File: src/rtl/fifo_pkg.sv
// Shared async-FIFO pointer types and Gray/binary helpers.
// Used by both the read-side and write-side pointer controllers.
package fifo_pkg;

  localparam int ADDRSIZE_DEF = 4;

  typedef logic [ADDRSIZE_DEF:0] ptr_t;

  function automatic logic [31:0] bin2gray(input logic [31:0] b);
    return b ^ (b >> 1);
  endfunction

  function automatic logic [31:0] gray2bin(input logic [31:0] g);
    logic [31:0] b;
    b[31] = g[31];
    for (int i = 30; i >= 0; i--) begin
      b[i] = b[i+1] ^ g[i];
    end
    return b;
  endfunction

endpackage

File: src/rtl/rptr_empty_wclk_if.sv
// Read-side bundle of the return-channel async FIFO.
// Level ports exist only when RPTR_EMPTY_LEVEL_EN is defined.
interface rptr_empty_wclk_if #(
  parameter int ADDRSIZE = 4
);
  logic                rinc;
  logic [ADDRSIZE:0]   rq_wptr;
  logic [ADDRSIZE-1:0] raddr;
  logic [ADDRSIZE:0]   rptr;
  logic                rempty;
`ifdef RPTR_EMPTY_LEVEL_EN
  logic [ADDRSIZE:0]   rcount;
  logic                ralmost_empty;
`endif

`ifdef RPTR_EMPTY_LEVEL_EN
  modport master (
    output rinc, rq_wptr,
    input  raddr, rptr, rempty,
    input  rcount, ralmost_empty
  );
  modport slave (
    input  rinc, rq_wptr,
    output raddr, rptr, rempty,
    output rcount, ralmost_empty
  );
`else
  modport master (
    output rinc, rq_wptr,
    input  raddr, rptr, rempty
  );
  modport slave (
    input  rinc, rq_wptr,
    output raddr, rptr, rempty
  );
`endif

endinterface

File: src/rtl/sync_2ff.sv
// Two-flop synchronizer, parameterized width, async active-low reset.
// Shared with the remote write side.
module sync_2ff #(
  parameter int WIDTH = 5
) (
  input  logic             clk,
  input  logic             rst_n,
  input  logic [WIDTH-1:0] d,
  output logic [WIDTH-1:0] q
);
  logic [WIDTH-1:0] q1;

  // first stage may go metastable; only the second stage is consumed
  always_ff @(posedge clk or negedge rst_n) begin
    if (!rst_n) begin
      q1 <= '0;
      q  <= '0;
    end else begin
      q1 <= d;
      q  <= q1;
    end
  end

endmodule

File: src/rtl/rptr_empty_wclk.sv
// Read pointer / empty flag controller, reader in wclk domain.
// Optional occupancy + almost-empty under RPTR_EMPTY_LEVEL_EN.
module rptr_empty_wclk
  import fifo_pkg::*;
#(
  parameter int ADDRSIZE = ADDRSIZE_DEF,
  parameter int AE_LEVEL = 1
) (
  input  logic           wclk,
  input  logic           wrst_n,
  rptr_empty_wclk_if.slave bus
);
  logic [ADDRSIZE:0] wq2;
  logic [ADDRSIZE:0] rbin;
  logic [ADDRSIZE:0] rbinnext;
  logic [ADDRSIZE:0] rgraynext;
  logic [ADDRSIZE:0] rptr_q;
  logic              rempty_q;
  logic              accept;

  sync_2ff #(.WIDTH(ADDRSIZE+1)) u_sync (
    .clk   (wclk),
    .rst_n (wrst_n),
    .d     (bus.rq_wptr),
    .q     (wq2)
  );

  // next pointer: advance only on a read while not empty
  always_comb begin
    accept    = bus.rinc & ~rempty_q;
    rbinnext  = rbin + {{ADDRSIZE{1'b0}}, accept};
    rgraynext = (rbinnext >> 1) ^ rbinnext;
  end

  // pointers and empty flag; empty sees the local read immediately
  always_ff @(posedge wclk or negedge wrst_n) begin
    if (!wrst_n) begin
      rbin     <= '0;
      rptr_q   <= '0;
      rempty_q <= 1'b1;
    end else begin
      rbin     <= rbinnext;
      rptr_q   <= rgraynext;
      rempty_q <= (rgraynext == wq2);
    end
  end

  assign bus.raddr  = rbin[ADDRSIZE-1:0];
  assign bus.rptr   = rptr_q;
  assign bus.rempty = rempty_q;

`ifdef RPTR_EMPTY_LEVEL_EN
  localparam logic [ADDRSIZE:0] AE_LIM = AE_LEVEL[ADDRSIZE:0];

  logic [31:0]       wq2_b32;
  logic [ADDRSIZE:0] wq2_bin;
  logic [ADDRSIZE:0] diff;
  logic [ADDRSIZE:0] rcount_q;
  logic              rae_q;

  // occupancy from synchronized write ptr vs post-read local ptr
  always_comb begin
    wq2_b32 = gray2bin(32'(wq2));
    wq2_bin = wq2_b32[ADDRSIZE:0];
    diff    = wq2_bin - rbinnext;
  end

  // registered level outputs, same edge as rempty
  always_ff @(posedge wclk or negedge wrst_n) begin
    if (!wrst_n) begin
      rcount_q <= '0;
      rae_q    <= 1'b1;
    end else begin
      rcount_q <= diff;
      rae_q    <= (diff <= AE_LIM);
    end
  end

  assign bus.rcount        = rcount_q;
  assign bus.ralmost_empty = rae_q;
`endif

endmodule

File: src/flat_wrapper.sv
// flat-port wrapper written by rule: the top's interface ports become plain ports
module rptr_empty_wclk_flat import fifo_pkg::*;
#(
  parameter int ADDRSIZE = ADDRSIZE_DEF,
  parameter int AE_LEVEL = 1
)
  (wclk, wrst_n, bus_rinc, bus_rq_wptr, bus_raddr, bus_rptr, bus_rempty);
  rptr_empty_wclk_if #(.ADDRSIZE(ADDRSIZE)) bus_i ();
  input  logic wclk;
  input  logic wrst_n;
  input wire logic [$bits(bus_i.rinc)-1:0] bus_rinc;
  input wire logic [$bits(bus_i.rq_wptr)-1:0] bus_rq_wptr;
  output wire logic [$bits(bus_i.raddr)-1:0] bus_raddr;
  output wire logic [$bits(bus_i.rptr)-1:0] bus_rptr;
  output wire logic [$bits(bus_i.rempty)-1:0] bus_rempty;
  assign bus_i.rinc = bus_rinc;
  assign bus_i.rq_wptr = bus_rq_wptr;
  assign bus_raddr = bus_i.raddr;
  assign bus_rptr = bus_i.rptr;
  assign bus_rempty = bus_i.rempty;
  rptr_empty_wclk #(.ADDRSIZE(ADDRSIZE), .AE_LEVEL(AE_LEVEL)) u_core (.wclk(wclk), .wrst_n(wrst_n), .bus(bus_i));
endmodule
File: config.mk
export PLATFORM = sky130hd
export DESIGN_NAME = rptr_empty_wclk_flat
export DESIGN_NICKNAME = d
export VERILOG_FILES = /design/src/rtl/fifo_pkg.sv /design/src/rtl/rptr_empty_wclk_if.sv /design/src/rtl/sync_2ff.sv /design/src/rtl/rptr_empty_wclk.sv /design/src/flat_wrapper.sv
export SDC_FILE = /design/constraint.sdc
export NUM_CORES = 1
export LEC_CHECK = 0
export BUFFER_PORTS_ARGS = -buffer_cell sky130_fd_sc_hd__buf_4
export CAP_MARGIN = 20
export CORE_MARGIN = 2
export CORE_UTILIZATION = 49
export DETAILED_ROUTE_END_ITERATION = 16
export HOLD_SLACK_MARGIN = 0.12
export PLACE_DENSITY = 0.74
export SKIP_LAST_GASP = 1
export SLEW_MARGIN = 20
export SYNTH_ARGS = -nofsm -noshare
export SYNTH_HDL_FRONTEND = slang
export SYNTH_SLANG_ARGS = --single-unit
File: constraint.sdc
create_clock -name wclk -period 3 [get_ports wclk]
set_input_delay 0.6 -clock wclk [delete_from_list [all_inputs] [get_ports wclk]]
set_output_delay 0.6 -clock wclk [all_outputs]
set_load 0.05 [all_outputs]
==> flow_summary.toml <==
[finish]
antennaDiodeCount = 0
layout-drive-gt1-share_pct = 33.3
syn2layout_area_growth_pct = 25.9
final_common_cell = "dfrtp_1"
nNetsFinal = 83
layout_common_cells = "dfrtp_1, buf_4, xor2_1"

[clock_tree]
cts_made_buffers = 3
cts_tree = "done"
clock_path_buffers = 2
cts_hold_buffers = 0
clk_pin_slew_ns = 0.11
clock-sinks = 20
clk_latency_ns = 0.30
cts_setup_buffers = 0
ctsResizeCount = 0
htreeDepth = 1
cts_root_buf = "clkbuf_4"

[timing]
finalCritPeriodShare_pct = 75.0
skew_ns = 0.00603
post-route-min-period_ns = 2.25
setup_viol = 0
hold_viol = 0
slew_violations = 0
tightestPinTransition_ns = 0.315
fmax_mhz = 444
tns_ns = 0
relSlewSlack_pct = 78.9
rsz0062_at_grt = "false"

[route]
remaining_drc_errors = 0
ant_nets = 0
drt_wl_total_um = 1030
firstDrtPassIters = 2
routedWlPerCell_um = 11.7
drt_iter0_markers = 1
vias = 442
via_per_inst = 5.02

[grt]
first_global_vias = 423
antenna_found_initial = 0
grt_pass1_wl_um = 1770
track_usage_pct = 12.9
grt_max_degree = 21
grt-ovfl-total = 0

[setup_path]
cpPeakStageDelay_ns = 0.54
cp.depth = 8
worstPathCellList = "nor2b_1 > ha_1 > ha_1 > xnor2_1 > nor3b_1 > nor3_1 > a31o_1 > nor4_2"
crit_type = "register to register"
start_kind = "register"
r2r_cells = 8
crit_top_cell = "ha_1"
cp.arrival_ns = 2.47
worst-path-buf-inv = 0
cp_data_required_time_ns = 3.22
endpoint_kind = "register"
worstPathMaxFanout = 4
critical-path-top-delay-family = "adder cells"
r2r-start = "u_core.bus.rempty$_DFF_PN1_"
cp-startpoint = "u_core.bus.rempty$_DFF_PN1_"
critical-path-slowest-cell = "dfstp_2"

[synthesis]
yosysTopAreaCell = "dfrtp_1"
synth_nets = 62
ys_types = 18
syn-cell-area_sq_um = 758
syn_area_per_cell_sq_um = 14.6
synthTopCellsByArea = "dfrtp_1, xor2_1, xnor2_1"
syn_inst = 52
yosys_warnings = 0
synth_top_area_share_pct = 62.7
ys_seq_elements = 20
synth-seq-area-share_pct = 66.2

[run]
max-cap-violations = 0

[placement]
io_buffers = 17
dpl.hpwl_um = 784
place.gp.congestion = 0.704

[die]
die_w_um = 43.3
fp.dieArea_sq_um = 1880
core.rowCount = 14
initial_core_util_pct = 51.5
coreArea_sq_um = 1470
io_pins = 18
fp.dieH_um = 43.3

[worst_hold_path]
worstHoldPathType = "input pin to asynchronous set/reset pin"

[status]
status = "completed"
-- final cells by class --
cell class / instances / area [sq um]
tap: 16 / 20.0
multi-input combinational: 31 / 253
sequential: 20 / 502
timing repair buffer: 17 / 128
clock buffer: 3 / 22.5
fill: 110 / 517
clock inverter: 1 / 30.0
-- metrics by stage --
stage	setup slack, ns	instances	cell area (sq um)	utilization [%]	hold WS, ns
after floorplan	0.670	52	758	-	0.304
after global placement	0.506	84	902	61.3	0.332
after detailed placement	0.483	84	902	61.3	0.337
after CTS	0.725	88	955	64.9	0.151
after global routing	0.548	88	955	64.9	0.149
final	0.749	88	955	64.9	0.151
-- logic make-up (layout without fill, tap and decap cells) --
family	Yosys count	count (layout)	share of synthesized area, %
flops	20	20	66.2
xor+xnor	14	14	16.2
simple gates	12	12	10.6
compound gates	3	3	3.30
fa+ha+maj	2	2	3.30
buf+inv	1	21	0.495
-- worst reg2reg max path: cells and delay by family, from the launching register on --
kind	cells	cell delay, ns
compound gates	1	0.20
xor+xnor	1	0.25
fa+ha+maj	2	0.60
flops	1	0.54
simple gates	4	0.58
-- layer usage --
layer  vias up  track usage [%]  share of wire (%)
met3         0             2.50                4.2
met2         9             20.3                 50
met1       217             17.6                 46
li1        216                -                  -
met4         0             5.45                  0
met5         -                0                  0
-- registers in the layout, indices dropped and copies added (netlist names) --
name / flops
u_core.bus.rempty: 1
u_core.bus.rptr: 4
u_core.rbin: 5
u_core.u_sync.q: 5
u_core.u_sync.q1: 5
-- worst paths after layout --
check	end	slack (ns)
setup / recovery	u_core.bus.rempty$_DFF_PN1_	0.75
hold / removal	u_core.rbin[1]$_DFF_PN0_	0.15
setup reg to reg	u_core.bus.rempty$_DFF_PN1_	0.75
hold reg to reg	u_core.u_sync.q[4]$_DFF_PN0_	0.36
max in group asynchronous	u_core.bus.rempty$_DFF_PN1_	2.59
min in group wclk	u_core.u_sync.q[4]$_DFF_PN0_	0.36
-- Yosys cell counts --
| cell type | n |
|---|---|
| nand3_1 | 3 |
| dfstp_2 | 1 |
| a31o_1 | 1 |
| nor4_2 | 1 |
| ha_1 | 2 |
| or3_1 | 1 |
| clkbuf_1 | 1 |
| nor2b_1 | 2 |
| nor3b_1 | 1 |
| dfrtp_1 | 19 |
| nor3_1 | 1 |
| o211ai_1 | 1 |
| nand2_1 | 1 |
| and3b_2 | 1 |
| a41oi_1 | 1 |
| xor2_1 | 9 |
| xnor2_1 | 5 |
| nand3b_1 | 1 |
Power is left out: the tool's default activity adds up to more than one toggle a clock period on the data nets, which glitch-free logic cannot reach.
